File: src/rtl/debug_step_ctrl.sv
// Single-step / breakpoint controller: debounces a step pushbutton and gates
// the processor clock enable for free run, single step and address breakpoints.
module debug_step_ctrl #(
  parameter int unsigned DEBOUNCE_CYCLES = 1000000,
  parameter int unsigned ADDR_W          = 32
) (
  input  logic              clk,
  input  logic              reset,
  input  logic              key_step_n,
  input  logic              run_mode,
  input  logic              bp_enable,
  input  logic [ADDR_W-1:0] bp_addr,
  input  logic [ADDR_W-1:0] instr_addr,
  output logic              cpu_clk_en,
  output logic              halted,
  output logic              at_break,
  output logic [31:0]       cycle_count
);

  localparam int unsigned CNT_W = (DEBOUNCE_CYCLES > 1) ? $clog2(DEBOUNCE_CYCLES) : 1;
  localparam logic [CNT_W-1:0] CNT_LAST = CNT_W'(DEBOUNCE_CYCLES - 1);

  typedef enum logic [1:0] {
    S_HALT  = 2'd0,
    S_RUN   = 2'd1,
    S_STEP  = 2'd2,
    S_BREAK = 2'd3
  } state_t;

  state_t           state_q, state_d;
  logic             sync1_q, sync2_q;
  logic             key_lvl_q, key_lvl_d;
  logic [CNT_W-1:0] db_cnt_q, db_cnt_d;
  logic [31:0]      cycle_count_q, cycle_count_d;
  logic             key_accept;
  logic             step_pulse;
  logic             bp_hit;

  // Counter only runs while the synchronized key disagrees with the accepted
  // level, so any bounce back to the old level clears it.
  always_comb begin
    key_lvl_d  = key_lvl_q;
    db_cnt_d   = '0;
    key_accept = 1'b0;
    if (sync2_q != key_lvl_q) begin
      if (db_cnt_q == CNT_LAST) begin
        key_lvl_d  = sync2_q;
        key_accept = 1'b1;
      end else begin
        db_cnt_d = db_cnt_q + CNT_W'(1);
      end
    end
  end

  assign step_pulse = key_accept & ~sync2_q & ~reset;
  assign bp_hit     = bp_enable & (instr_addr == bp_addr);

  always_comb begin
    state_d = state_q;
    unique case (state_q)
      S_HALT: begin
        if (run_mode)        state_d = S_RUN;
        else if (step_pulse) state_d = S_STEP;
      end
      S_STEP: state_d = S_HALT;
      S_RUN: begin
        if (!run_mode)       state_d = S_HALT;
        else if (bp_hit)     state_d = S_BREAK;
      end
      S_BREAK: begin
        if (!run_mode)       state_d = S_HALT;
        else if (step_pulse) state_d = S_STEP;
      end
      default: state_d = S_HALT;
    endcase
  end

  // Stop is zero-latency: the instruction sitting at the breakpoint never advances.
  assign cpu_clk_en    = ((state_q == S_RUN) && !bp_hit) || (state_q == S_STEP);
  assign halted        = (state_q == S_HALT) || (state_q == S_BREAK);
  assign at_break      = (state_q == S_BREAK);
  assign cycle_count_d = cpu_clk_en ? cycle_count_q + 32'd1 : cycle_count_q;
  assign cycle_count   = cycle_count_q;

  always_ff @(posedge clk) begin
    if (reset) begin
      state_q       <= S_HALT;
      sync1_q       <= 1'b1;
      sync2_q       <= 1'b1;
      key_lvl_q     <= 1'b1;
      db_cnt_q      <= '0;
      cycle_count_q <= 32'd0;
    end else begin
      state_q       <= state_d;
      sync1_q       <= key_step_n;
      sync2_q       <= sync1_q;
      key_lvl_q     <= key_lvl_d;
      db_cnt_q      <= db_cnt_d;
      cycle_count_q <= cycle_count_d;
    end
  end

endmodule

File: config.mk
export PLATFORM = sky130hd
export DESIGN_NAME = debug_step_ctrl
export DESIGN_NICKNAME = d
export VERILOG_FILES = /design/src/rtl/debug_step_ctrl.sv
export SDC_FILE = /design/constraint.sdc
export NUM_CORES = 1
export LEC_CHECK = 0
export BUFFER_PORTS_ARGS = -buffer_cell sky130_fd_sc_hd__buf_2
export CAP_MARGIN = 40
export CORE_UTILIZATION = 30
export CTS_CLUSTER_SIZE = 24
export DETAILED_ROUTE_END_ITERATION = 6
export SKIP_CTS_REPAIR_TIMING = 1
export SYNTH_ARGS = -nofsm -noshare
export SYNTH_HDL_FRONTEND = slang
export SYNTH_SLANG_ARGS = --single-unit
File: constraint.sdc
create_clock -name clk -period 2.5 [get_ports clk]
set_input_delay 0.5 -clock clk [delete_from_list [all_inputs] [get_ports clk]]
set_output_delay 0.5 -clock clk [all_outputs]
set_load 0.03 [all_outputs]
# [Word-level counts from Yosys, hierarchy flattened]
# Cells that the tools add are included.
[totals] register_bits=57 in_bits=69 out_inout_bits=35
[op_classes] add_sub_neg=2 n_eq_ne=7 mux=8 bitwise=6 reduce_logical=7
[op_table] op="$add 32x1->32 const B" n=1
[op_table] op="$eq 32x32->1" n=1
[op_table] op="$add 20x1->20 const B" n=1
[op_table] op="$eq 20x20->1 const B" n=1
[op_table] op="$mux 2" n=5
[op_table] op="$pmux 2 s4" n=1
[op_table] op="$eq 2x2->1 const B" n=2
[op_table] op="$and 1x1->1" n=3
[op_table] op="$ne 3x3->1 const B" n=1
[op_table] op="$not 1->1" n=3
[op_table] op="$reduce_or 3->1" n=1
[op_table] op="$eq 2x1->1 const B" n=1
[op_table] op="$logic_not 2->1" n=1
[op_table] op="$logic_or 1x1->1" n=2
[op_table] op="$mux 1" n=2
[op_table] op="$reduce_and 2->1" n=1
[op_table] op="$logic_and 1x1->1" n=1
[op_table] op="$logic_not 1->1" n=1
[op_table] op="$ne 1x1->1" n=1

# [Depth between registers and ports, before layout]
# Gate-level depths: netlist of the first run.
[logic_depth] ltp_word=8 mapped_depth=8 ltp_nobuf=7

# [Worst setup path after synthesis of the first run]
# Ideal clock, no wire load.
[synth_timing] kind="in2out" from="input bp_addr[28]" to="output cpu_clk_en" arrival_ns=2.130 required_ns=2.000 slack_ns=-0.130 path_stages=8 cell_sequence="xnor2_1 > nand4_1 > or4_4 > o31ai_4 > buf_6 > buf_12 > and2_2 > inv_1"
[synth_between] elab_chain_cells=5
[synth_lines] element="from (decl)" line="12" source="input logic [ADDR_W-1:0] bp_addr,"
[synth_lines] element="$eq 32x32->1" line="56" source="assign bp_hit = bp_enable & (instr_addr == bp_addr);"
[synth_lines] element="$and 1x1->1" line="56"
[synth_lines] element="$logic_not 1->1" line="79" source="assign cpu_clk_en = ((state_q == S_RUN) && !bp_hit) || (state_q == S_STEP);"
[synth_lines] element="$logic_and 1x1->1" line="79"
[synth_lines] element="$logic_or 1x1->1" line="79"
[synth_lines] element="to (decl)" line="14" source="output logic cpu_clk_en,"
# No other way between the ends.

# [Worst setup path after layout of the first run]
[layout_timing] from="input bp_addr[20]" to="output cpu_clk_en"
# Same word-level chain as after synthesis.

==> flow_results.org, run 1 <==
** Critical path
- Reg2Reg Capture Point :: cycle_count[26]
- Logic depth of the worst register-to-register path :: 6
- The largest single stage delay on the critical path is about 0.55 ns.
- Of all nets on the critical path, the largest fanout is 2.
- The worst register-to-register path begins at cycle_count[8].
- STA classifies the critical path startpoint as an input pin.
- Critical path class :: in -> out
- On the critical path, the stage with the largest delay is an instance of sky130_fd_sc_hd__or4_4.
- STA classifies the critical path endpoint as a primary output.
- Register-to-Register Setup Slack :: about 0.14 ns
- At the worst endpoint, the required time is roughly 2 ns.
- Cell chain of the critical path :: buf_2 > xnor2_2 > nand4_1 > or4_4 > o31ai_4 > and2_4 > inv_4 > buf_6
- At the worst endpoint, the arrival time is about 2.0 ns.
- Tracing the worst setup path back leads to its startpoint at bp_addr[20].

** Global route
- The first global-routing pass estimated roughly 14,000 um of wire.
- Remaining global-route overflow :: 0
- Largest net degree at the start of global routing :: slightly above 40
- The number of global-route vias before repair is a little over 3k.
- Antenna violations before repair :: 0
- For this run, the total global-route usage over all layers was measured as around 15%.

** Power
- Across the VDD grid, the largest voltage drop is 0.000492 V.
- In this run the power density over the cells is approximately 540 nW/um^2.
- Part of the power in combinational logic :: 10.5%
- The internal power of the cells totals a little under 2 mW.
- In this run, the clock network consumes between 50% and 60% of the power.
- Relative contribution of sequential cells to total power :: 37.3%
- Leak Pwr :: 1.89 nW
- In this run switching power makes up a little over a fifth of total power.
- In this run the power spent charging and discharging nets is approximately 0.55 mW.

** Final layout
- After filler insertion, the fill cell instance count of the layout stands at about 1.1k.
- In the layout the commonest cells are sky130_fd_sc_hd__buf_2 (95), sky130_fd_sc_hd__nor2_1 (62), sky130_fd_sc_hd__dfxtp_1 (57), sky130_fd_sc_hd__nand2_1 (28), sky130_fd_sc_hd__nor2b_1 (28).
- Compared with the post-synthesis result, the final layout area differs by 33.5%.
- Final cell count without fillers :: roughly 660
- 0 antenna diodes ended up in the layout.
- After the last flow step, the layout net total stands at about 600.
- The library cell used most frequently in the layout, excluding fill and tap cells, is sky130_fd_sc_hd__buf_2.
- The post-route netlist has 34.7% of its cells at a drive strength greater than 1.

** Timing
- After routing, the total negative slack on setup checks comes to -0.00260 ns.
- Of the available clock period, the critical path in the final layout requires 100%.
- Counting I/O delays and the setup requirement, the final critical path takes approximately 2.5 ns.
- At the pin with the least slew margin, the transition time is between 0.6 and 0.7 ns.
- Derived from the worst setup path, the maximum achievable clock frequency is between 300 and 400 MHz.
- Between clock sinks in the finished design, the worst skew comes to 0.00487 ns.
- Setup repair after global routing missed its margin :: true
- Setup violations remaining at the end of the flow were counted as 1.
- The final max-slew violation count was 0.
- The number of endpoints with negative hold slack in the final report is 0.
- Once routing completed, OpenROAD measured the worst setup slack at -0.00260 ns.
- Max-slew headroom :: 53.5%

** Clock network
- Clock latency on the worst-skew pair, taken at its later pin, is roughly 0.33 ns.
- The H-tree was split into 3 levels.
- The clock passes through at most 2 buffers.
- Clock transition at the registers of the reported paths :: ~0.05 ns
- CTS Root Buffer Type :: sky130_fd_sc_hd__clkbuf_16
- Number of buffers inserted during clock tree synthesis :: 9
- TritonCTS built the clock tree.
- The tree built by TritonCTS fans out to between 50 and 60 sinks.

** Logic synthesis
- Synth async-reset ratio :: 0%
- Dominant synthesized flop cell :: sky130_fd_sc_hd__dfxtp_1
- Gate count of the mapped netlist :: ~410
- The share of the Yosys chip area taken by registers is 33.3%.
- The synthesized design contains 0 enable-type register cells.
- The Yosys step of the flow raised 0 warnings.
- Synthesized area per cell :: ~8.4 sq um
- Counting distinct cell types in the post-synthesis netlist gives between 40 and 50.
- Synth Cell Area :: approximately 3400 sq um
- Total of flip-flops plus latches after synthesis :: 57
- Net Count, Synth :: between 400 and 500

** Detailed routing
- Summed over all layers, the routed wires come to 8410 um.
- The detail route stage leaves a number of antenna-violating nets equal to 0.
- Using the TritonRoute via totals, the vias-per-cell ratio works out to about 4.8.
- In the final routed layout, each cell accounts on average for 12.7 um.
- The detailed router finished its first iteration with between 90 and 100 violations.
- After detailed routing, the number of remaining DRC violations is 0.
- The pre-antenna-repair detailed-routing pass consisted of 4 iterations.
- Summing over every cut layer, the via total after detailed routing is between 3k and 4k.

** Hold path
- Path class of the lowest-slack min-delay path :: in -> reg
- For hold timing, the worst endpoint is sync1_q.
- Number of cells on the worst hold path :: 2
- Startpoint of the most critical hold path :: key_step_n

** Placement
- Cells after DPL :: about 650
- After legalization and detailed placement, the total HPWL measured between 6000 and 7000 um.
- Routability congestion estimate :: about 0.79
- Number of port buffers :: 103

** Die
- Cell row count :: 38
- From left edge to right edge, the die measures between 100 and 150 um.
- between 100 and 150 I/O pins were placed.
- Floorplan core area :: approximately 11,000 sq um
- The die is around 110 um tall.
- Die area :: about 12,000 sq um
- Starting utilization of the core area :: between 30% and 40%

** Run status
- The final reports fail on negative setup slack.
- The flow ran to the end, but the final reports show violations.

** Run
- Max capacitance violation total :: 0
==> flip-flops by register name (all words and copies together), names as in the netlist <==
| register | count |
|---|---|
| sync1_q | 1 |
| sync2_q | 1 |
| state_q | 2 |
| cycle_count | 32 |
| db_cnt_q | 20 |
| key_lvl_q | 1 |
==> critical path, delay by kind of cell <==
kind	cells	cell delay, ns
xor gates and xnor gates	1	0.13
and+or+nand+nor	3	0.84
AOI/OAI and AO/OA	1	0.25
buffers and inverters	3	0.27
==> cell usage after synthesis, types with 2 or more instances <==
cell | count | area share (%)
sky130_fd_sc_hd__nor2_1 | 62 | 6.8
sky130_fd_sc_hd__dfxtp_1 | 57 | 33
sky130_fd_sc_hd__xnor2_1 | 29 | 7.4
sky130_fd_sc_hd__nand2_1 | 28 | 3.1
sky130_fd_sc_hd__nor2b_1 | 28 | 5.1
sky130_fd_sc_hd__mux2_2 | 25 | 8.2
sky130_fd_sc_hd__xor2_1 | 22 | 5.6
sky130_fd_sc_hd__nand3_1 | 20 | 2.9
sky130_fd_sc_hd__a21oi_1 | 18 | 2.6
sky130_fd_sc_hd__inv_1 | 14 | 1.5
sky130_fd_sc_hd__a2111oi_0 | 13 | 3.3
sky130_fd_sc_hd__nand4_1 | 12 | 2.2
sky130_fd_sc_hd__clkbuf_1 | 11 | 1.2
sky130_fd_sc_hd__and3_1 | 6 | 1.1
sky130_fd_sc_hd__ha_1 | 6 | 2.2
sky130_fd_sc_hd__nor4_1 | 6 | 1.1
sky130_fd_sc_hd__nor3_1 | 5 | 0.73
sky130_fd_sc_hd__and2_1 | 4 | 0.73
sky130_fd_sc_hd__a31o_2 | 3 | 0.77
sky130_fd_sc_hd__and4_1 | 3 | 0.77
sky130_fd_sc_hd__o21ai_0 | 3 | 0.44
sky130_fd_sc_hd__or2_2 | 3 | 0.55
sky130_fd_sc_hd__a211oi_1 | 2 | 0.44
sky130_fd_sc_hd__buf_4 | 2 | 0.44
sky130_fd_sc_hd__buf_6 | 2 | 0.66
sky130_fd_sc_hd__mux2_1 | 2 | 0.66
sky130_fd_sc_hd__o31ai_4 | 2 | 1.2
==> power groups by stage <==
stage	Combinational [mW]	Clock, mW	Sequential, mW
4_1_cts	0.232	1.33	0.926
2_1_floorplan	0.138	0	0.950
3_3_place_gp	0.224	0	0.945
5_1_grt	0.283	1.36	0.927
3_5_place_dp	0.231	0	0.945
6_report	0.260	1.30	0.927
==> kinds of logic after synthesis <==
| group | Yosys count | synth area share (%) |
|---|---|---|
| mux | 29 | 9.60 |
| fa+ha+maj | 6 | 2.19 |
| compound gates | 47 | 10.3 |
| buf+inv | 31 | 4.56 |
| simple gates | 185 | 27.1 |
| xor+xnor | 51 | 13.0 |
| flops | 57 | 33.3 |
==> cell type report <==
class	count	area, sq um	share of cell area (%)
multi-input combinational	318	2180	47.7
inverter	14	58.8	1.29
sequential	57	1140	24.9
clock buffer	12	246	5.39
clock inverter	3	65.1	1.42
tap	140	175	3.83
timing repair buffer	120	706	15.4
==> how the worst max path moves through the flow <==
stage	end	slack [ns]
after floorplan	cpu_clk_en	0.001
after global placement	cycle_count[25]	-0.03
after detailed placement	cycle_count[25]	-0.06
after CTS	cpu_clk_en	-0.02
after global routing	cpu_clk_en	-0.03
final	cpu_clk_en	-0.003
==> layer usage <==
layer / vias up / global-route usage [%] / part of all wire [%]
li1: 1632 / - / -
met1: 1475 / 17.5 / 45
met2: 51 / 25.5 / 49
met3: 15 / 4.24 / 3.6
met4: 0 / 6.85 / 2.1
met5: - / 0 / 0
==> stage by stage <==
step / instance area, sq um / setup WS, ns / power (mW) / utilization, % / hold slack, ns
5_1_grt: 4580 / -0.0325 / 2.57 / 41.7 / 0.355
3_3_place_gp: 4130 / -0.0293 / 1.17 / 37.6 / 0.392
2_1_floorplan: 3430 / 0.00113 / 1.09 / - / 0.389
3_5_place_dp: 4130 / -0.0610 / 1.18 / 37.6 / 0.394
4_1_cts: 4440 / -0.0213 / 2.49 / 40.4 / 0.339
6_report: 4580 / -0.00260 / 2.48 / 41.7 / 0.354
No activity file was read; power rests on OpenSTA's default activity.
==> inputs of run 2 (changes only) <==
--- a/config.mk
+++ b/config.mk
@@ -11,4 +11,5 @@
 export CTS_CLUSTER_SIZE = 24
 export DETAILED_ROUTE_END_ITERATION = 6
+export PLACE_DENSITY = 0.51
 export SKIP_CTS_REPAIR_TIMING = 1
 export SYNTH_ARGS = -nofsm -noshare
==> constraint.sdc (replaced) <==
create_clock -name clk -period 2.5 [get_ports clk]
set_input_delay 0.5 -clock clk [delete_from_list [all_inputs] [get_ports clk]]
set_output_delay 0.5 -clock clk [all_outputs]
set_load 0.005 [all_outputs]
==> flow_results.org, run 2 (synthesis gave the netlist of run 1 again) <==
** Critical path
- The reg-to-reg startpoint is cycle_count[8] (unchanged).
- The setup slack on the worst flop-to-flop path is 0.14 ns (about the same).
- The terminus of the critical flop-to-flop path was cycle_count[22] (was cycle_count[26]).
- The nature of the critical path startpoint is an input pin (unchanged).
- CP endpoint kind :: primary output (unchanged)
- Destination of the critical timing path :: cpu_clk_en (unchanged)
- Critical path class :: in -> out (unchanged)
- The startpoint of the most critical setup path is instr_addr[20] (was bp_addr[20]).
- The required time of the worst setup path came to 2.00 ns (about the same).
- Crit-path max FO :: 3 (was 2)
- Logic depth of the worst register-to-register path :: 6 (unchanged)
- The data arrival time of the critical path came to 1.99 ns (was 2.00 ns).

** Final layout
- Fillers :: 1,098 (was 1,101)
- The signed area change from the synthesized netlist to the final layout is 34.1% (was 33.5%).
- Final standard cell utilization of the core :: 41.9% (was 41.7%)
- Top library cells by usage in the layout, fill and taps aside: sky130_fd_sc_hd__buf_2 (96), sky130_fd_sc_hd__nor2_1 (62), sky130_fd_sc_hd__dfxtp_1 (57), sky130_fd_sc_hd__nand2_1 (28), sky130_fd_sc_hd__nor2b_1 (28) (was sky130_fd_sc_hd__buf_2 (95), sky130_fd_sc_hd__nor2_1 (62), sky130_fd_sc_hd__dfxtp_1 (57), sky130_fd_sc_hd__nand2_1 (28), sky130_fd_sc_hd__nor2b_1 (28)).
- Area taken by flip-flops and latches :: 1140 sq um (unchanged)
- The fraction of layout instances using a drive strength above 1 is 34.9% (was 34.7%).
- Total Nets Final :: 595 (unchanged)
- The area of the multi-input gates came to 2180 sq um (unchanged).
- The number of diodes came to 0 (unchanged).
- The most common cell after layout, fill and taps aside is sky130_fd_sc_hd__buf_2 (unchanged).
- Number of flip-flops in the largest register :: 32 (unchanged)

** Detailed routing
- Max layer used :: met4 (unchanged)
- The routed metal-1 wirelength was 3720 um (was 3800 um).
- Total wirelength of the detailed-routed design :: 8300 um (was 8410 um)
- Ratio of routed vias to standard cells :: 4.83 (was 4.78)
- Met3 WL :: 421 um (was 306 um)
- Drt first pass iters :: 4 (unchanged)
- The antenna violation net count after detailed routing came to 0 (unchanged).
- The sum of met2 wire segment lengths after detailed routing was 4060 um (was 4120 um).
- The DRC violation count after routing is 0 (unchanged).
- The total number of vias was 3,210 (was 3,173).
- The post-detailed-route wirelength per cell is 12.5 um (was 12.7 um).
- Violation count after the first detailed-route iteration :: 172 (was 95)

** Global route
- Remaining global-route overflow :: 0 (unchanged)
- Via count of the first global-routing pass :: 3,192 (was 3,095)
- The number of antenna violations at the first check in global routing came to 0 (unchanged).
- Global router's overall resource usage :: 15.0% (about the same)
- Wire length of the first global-routing pass :: 14,000 um (was 13,900 um)
- The maximum number of pins on one net before global-route repair is 34 (was 41).

** Timing
- Setup repair after global routing missed its margin: true (unchanged).
- The ratio of final minimum period to clock period came to 99.6% (was 100%).
- The achievable frequency came to 402 MHz (was 400 MHz).
- The worst clock skew was 0.00782 ns (was 0.00487 ns).
- Final Critical Period :: 2.49 ns (was 2.50 ns)
- The accumulated negative setup slack is 0 ns (was -0.00260 ns).
- Final-report hold violation count :: 0 (unchanged)
- The final max-slew violation count came to 0 (unchanged).
- The worst slew slack as a fraction of its limit is 62.2% (was 53.5%).
- Final setup violation count :: 0 (was 1)
- Tightest Pin Transition :: 0.567 ns (was 0.697 ns)

** Die
- Vertical die dimension :: 109 um (unchanged)
- The area of the die was 11,900 sq um (unchanged).
- The total I/O pin count came to 104 (unchanged).
- The starting density of the core was 31.2% (unchanged).
- The core box area is 11,000 sq um (unchanged).
- The row count was 38 (unchanged).
- The die outline width is 109 um (unchanged).

** Clock network
- Number of clock sinks :: 57 (unchanged)
- H-tree Lvls :: 3 (unchanged)
- Clock tree buffer depth :: 2 (unchanged)
- Worst-skew pair later-pin latency :: 0.33 ns (about the same)
- The library cell used as clock root buffer was sky130_fd_sc_hd__clkbuf_16 (unchanged).
- Number of buffers inserted during clock tree synthesis :: 9 (unchanged)
- The register clock-pin slew on the reported worst setup and hold paths is 0.05 ns (about the same).
- TritonCTS clock tree :: built (unchanged)

** Power
- The worst voltage drop across the vdd grid came to 0.000405 V (was 0.000492 V).
- Switching power total :: 0.544 mW (was 0.545 mW)
- Relative contribution of sequential cells to total power :: 35.8% (was 37.3%)
- The total power density per cell area was 563 nW/um^2 (was 542 nW/um^2).
- Switch share :: 21.0% (was 22.0%)
- The share of power burned in the clock network came to 54.9% (was 52.2%).
- The leakage dissipation was 1.89 nW (about the same).
- The internal power component came to 2.04 mW (was 1.94 mW).
- Part of the power in combinational logic :: 9.3% (was 10.5%)

** Run status
- Result of the run: finished, final reports clean (was finished with violations).

** Placement
- Post-DP HPWL :: 6050 um (was 6140 um)
- The routability congestion estimate is 0.747 (was 0.789).
- Number of port buffers :: 103 (unchanged)

** Run
- Max capacitance violation total :: 0 (unchanged)

** Hold path
- Path class of the lowest-slack min-delay path :: in -> reg (unchanged)
-- run 2: cell count changes in the layout (fill, tap and decap cells not counted) --
cell,previous run,this run
sky130_fd_sc_hd__a2111oi_0,13,12
sky130_fd_sc_hd__a2111oi_1,0,1
sky130_fd_sc_hd__buf_2,95,96
sky130_fd_sc_hd__buf_6,8,7
sky130_fd_sc_hd__bufinv_16,2,3
sky130_fd_sc_hd__clkbuf_1,2,1
sky130_fd_sc_hd__inv_1,12,13
sky130_fd_sc_hd__inv_2,0,1
sky130_fd_sc_hd__inv_4,1,0
sky130_fd_sc_hd__nor4_1,6,5
sky130_fd_sc_hd__nor4_2,0,1
sky130_fd_sc_hd__xnor2_1,22,23
sky130_fd_sc_hd__xnor2_2,7,6
-- run 2: layout make-up --
type | count | share of cell area (%)
Clock buffer | 11 | 5.28
Clock inverter | 5 | 2.23
Inverter | 14 | 1.14
Multi-Input combinational cell | 318 | 47.5
Sequential cell | 57 | 24.8
Tap cell | 140 | 3.81
Timing Repair Buffer | 120 | 15.2
-- run 2: worst min-delay path by stage --
stage	startpoint	to	cells past startpoint
after detailed placement	sync1_q	sync2_q	1
after floorplan	sync1_q	sync2_q	1
after CTS	key_step_n	sync1_q	2
after global placement	sync1_q	sync2_q	1
after global routing	key_step_n	sync1_q	2
final	key_step_n	sync1_q	2
-- run 2: power by group through the flow --
| stage | Combinational [mW] | Sequential, mW | Clock (mW) |
|---|---|---|---|
| after floorplan | 0.126 | 0.943 | 0 |
| after detailed placement | 0.219 | 0.945 | 0 |
| final | 0.241 | 0.926 | 1.42 |
| after global routing | 0.270 | 0.927 | 1.49 |
| after global placement | 0.215 | 0.945 | 0 |
| after CTS | 0.220 | 0.926 | 1.45 |
-- run 2: stage by stage --
stage	hold slack (ns)	total power [mW]	cell area [sq um]	cells	worst slack (ns)
2_1_floorplan	0.389	1.07	3430	406	0.0194
3_3_place_gp	0.391	1.16	4140	647	0.0156
3_5_place_dp	0.396	1.16	4140	647	-0.0350
4_1_cts	0.388	2.60	4480	663	-0.0257
5_1_grt	0.398	2.68	4600	665	-0.0731
6_report	0.384	2.59	4600	665	0.00961
-- run 2: metal layers --
layer,up-vias,global-route usage [%]
met4,0,4.92
li1,1632,-
met5,-,0
met2,86,26.5
met1,1483,17.4
met3,9,3.83
-- run 2: worst max-delay path, stage by stage --
cell	delay (ns)
sky130_fd_sc_hd__buf_6	0.10
sky130_fd_sc_hd__xnor2_2	0.14
sky130_fd_sc_hd__nand4_1	0.11
sky130_fd_sc_hd__or4_4	0.58
sky130_fd_sc_hd__o31ai_4	0.25
sky130_fd_sc_hd__and2_4	0.18
sky130_fd_sc_hd__inv_2	0.03
sky130_fd_sc_hd__buf_6	0.10
==> inputs of run 3 (changes only) <==
- MAX_ROUTING_LAYER: default -> met4
- TNS_END_PERCENT: default -> 1
==> flow_results.org, run 3 (synthesis gave the netlist of run 1 again) <==
** Run status
- Result of the run: finished, final reports clean (unchanged).

** Power
- Part of the power in combinational logic :: 9.4% (was 9.3%)
- The internal power component was 2.04 mW (about the same).
- Relative contribution of sequential cells to total power :: 35.8% (about the same)
- The net switching power of the design came to 0.541 mW (was 0.544 mW).
- The worst voltage drop across the vdd grid came to 0.000405 V (about the same).
- P per Cell Area :: 562 nW/um^2 (was 563 nW/um^2)
- The power after layout was 2.58 mW (was 2.59 mW).
- The share of power burned in the clock network is 54.8% (was 54.9%).
- The leakage dissipation came to 1.89 nW (unchanged).
- Switch share :: 20.9% (was 21.0%)

** Final layout
- Final standard cell utilization of the core :: 41.9% (unchanged)
- The number of diodes came to 0 (unchanged).
- Layout cell share with drive strength beyond 1 :: 34.9% (unchanged)
- The signed area change from the synthesized netlist to the final layout came to 34.1% (unchanged).
- Top library cells by usage in the layout, fill and taps aside: sky130_fd_sc_hd__buf_2 (96), sky130_fd_sc_hd__nor2_1 (62), sky130_fd_sc_hd__dfxtp_1 (57), sky130_fd_sc_hd__nand2_1 (28), sky130_fd_sc_hd__nor2b_1 (28) (unchanged).
- The final cell count without fillers is 665 (unchanged).
- The final net count was 595 (unchanged).
- The number of flip-flops in the largest register is 32 (unchanged).
- Most common library cell in the layout ignoring fill and taps :: sky130_fd_sc_hd__buf_2 (unchanged)

** Detailed routing
- Max layer used :: met4 (unchanged)
- Met3 WL :: 416 um (was 421 um)
- Metal-1 WL :: 3720 um (about the same)
- The total detailed-routing wirelength is 8270 um (was 8300 um).
- The antenna violation net count after detailed routing is 0 (unchanged).
- Via count of the routed design :: 3,203 (was 3,210)
- The detailed-routing iteration count for the pre-antenna-repair pass was 4 (unchanged).
- The DRC violation count after routing was 0 (unchanged).
- The post-detailed-route wirelength per cell is 12.4 um (was 12.5 um).
- The detailed-route vias per instance was 4.82 (was 4.83).
- Met2 routed WL :: 4040 um (was 4060 um)
- Violation count after the first detailed-route iteration :: 181 (was 172)

** Timing
- Total negative slack :: 0 ns (unchanged)
- The transition time at the pin with the least slew margin was 0.571 ns (was 0.567 ns).
- Final setup violation count :: 0 (unchanged)
- The worst slew slack as a fraction of its limit is 62.0% (was 62.2%).
- Setup Skew :: 0.00726 ns (was 0.00782 ns)
- Final-report hold violation count :: 0 (unchanged)
- Setup repair after global routing missed its margin :: true (unchanged)
- The ratio of final minimum period to clock period is 99.6% (about the same).
- Final Critical Period :: 2.49 ns (about the same)
- The achievable frequency was 402 MHz (about the same).
- Number of max-slew violations in the final report :: 0 (unchanged)

** Global route
- The global-route usage over all layers was 15.4% (was 15.0%).
- Largest net degree at the start of global routing :: 34 (unchanged)
- Via count of the first global-routing pass :: 3,186 (was 3,192)
- Antenna violations before repair :: 0 (unchanged)
- Wire length of the first global-routing pass :: 14,000 um (about the same)
- The sum of overflow across all layers after global routing is 0 (unchanged).

** Clock network
- The buffer levels on the longest clock path came to 2 (unchanged).
- Worst-skew pair later-pin latency :: 0.32 ns (was 0.33 ns)
- TritonCTS clock tree :: built (unchanged)
- The H-tree depth came to 3 (unchanged).
- Number of clock sinks :: 57 (unchanged)
- CTS Root Buffer Type :: sky130_fd_sc_hd__clkbuf_16 (unchanged)
- The total CTS buffers was 9 (unchanged).
- The register clock-pin slew on the reported worst setup and hold paths was 0.05 ns (about the same).

** Critical path
- The startpoint of the most critical setup path is instr_addr[20] (unchanged).
- The category of the worst setup path capture point is a primary output (unchanged).
- The category of the critical setup timing path was in -> out (unchanged).
- The reg-to-reg startpoint is cycle_count[8] (unchanged).
- Type of element launching the critical path :: input pin (unchanged)
- Worst EP arrival :: 1.99 ns (about the same)
- Register-to-Register Setup Slack :: 0.14 ns (about the same)
- Data required time of the critical path :: 2.00 ns (about the same)
- Crit-path max FO :: 3 (unchanged)

** Die
- Starting utilization of the core area :: 31.2% (unchanged)
- Vertical die dimension :: 109 um (unchanged)
- The core box area is 11,000 sq um (unchanged).
- The area of the die was 11,900 sq um (unchanged).
- Horizontal die dimension :: 109 um (unchanged)
- The total I/O pin count is 104 (unchanged).
- Cell row count :: 38 (unchanged)

** Placement
- The detailed-placement wirelength estimate was 6050 um (unchanged).
- Number of port buffers :: 103 (unchanged)
- Routability congestion estimate :: 0.757 (was 0.747)
- Cells after DPL :: 647 (unchanged)

** Run
- Max capacitance violation total :: 0 (unchanged)

** Hold path
- The path category of the worst min-delay check is in -> reg (unchanged).
- Startpoint of the most critical hold path :: key_step_n (unchanged)
[run 3: layout make-up]
cell class              count  area (sq um)
multi-input cells         318          2180
inverters                  14          52.6
clock buffers              11           243
repair buffers            120           699
well taps                 140           175
clock inverters             5           103
fillers                  1098          6390
flip-flops and latches     57          1140
[run 3: metrics by stage]
stage | area, sq um | hold WS [ns] | worst slack [ns]
after floorplan | 3430 | 0.389 | 0.0194
after global placement | 4140 | 0.391 | 0.0156
after detailed placement | 4140 | 0.396 | -0.0350
after CTS | 4480 | 0.388 | -0.0257
after global routing | 4600 | 0.398 | -0.0731
final | 4600 | 0.388 | 0.00936
[run 3: worst paths after layout]
check | depth (start not counted) | endpoint
setup / recovery | 8 | cpu_clk_en
hold / removal | 2 | sync1_q
setup reg to reg | 6 | cycle_count[22]
hold reg to reg | 1 | sync2_q
[run 3: power by group through the flow]
stage | logic, mW | registers, mW | clock network, mW
global route | 0.270 | 0.927 | 1.49
CTS | 0.220 | 0.926 | 1.45
global placement | 0.215 | 0.945 | 0
finish | 0.242 | 0.926 | 1.42
floorplan | 0.126 | 0.943 | 0
detailed placement | 0.219 | 0.945 | 0
[run 3: layer usage]
metal	track usage, %	vias to the layer above
met4	4.92	0
li1	-	1629
met5	-	-
met1	17.5	1481
met2	26.5	86
met3	3.77	7
[run 3: worst max-delay path: stages]
cell	delay [ns]
sky130_fd_sc_hd__buf_6	0.10
sky130_fd_sc_hd__xnor2_2	0.14
sky130_fd_sc_hd__nand4_1	0.11
sky130_fd_sc_hd__or4_4	0.58
sky130_fd_sc_hd__o31ai_4	0.25
sky130_fd_sc_hd__and2_4	0.18
sky130_fd_sc_hd__inv_2	0.03
sky130_fd_sc_hd__buf_6	0.10
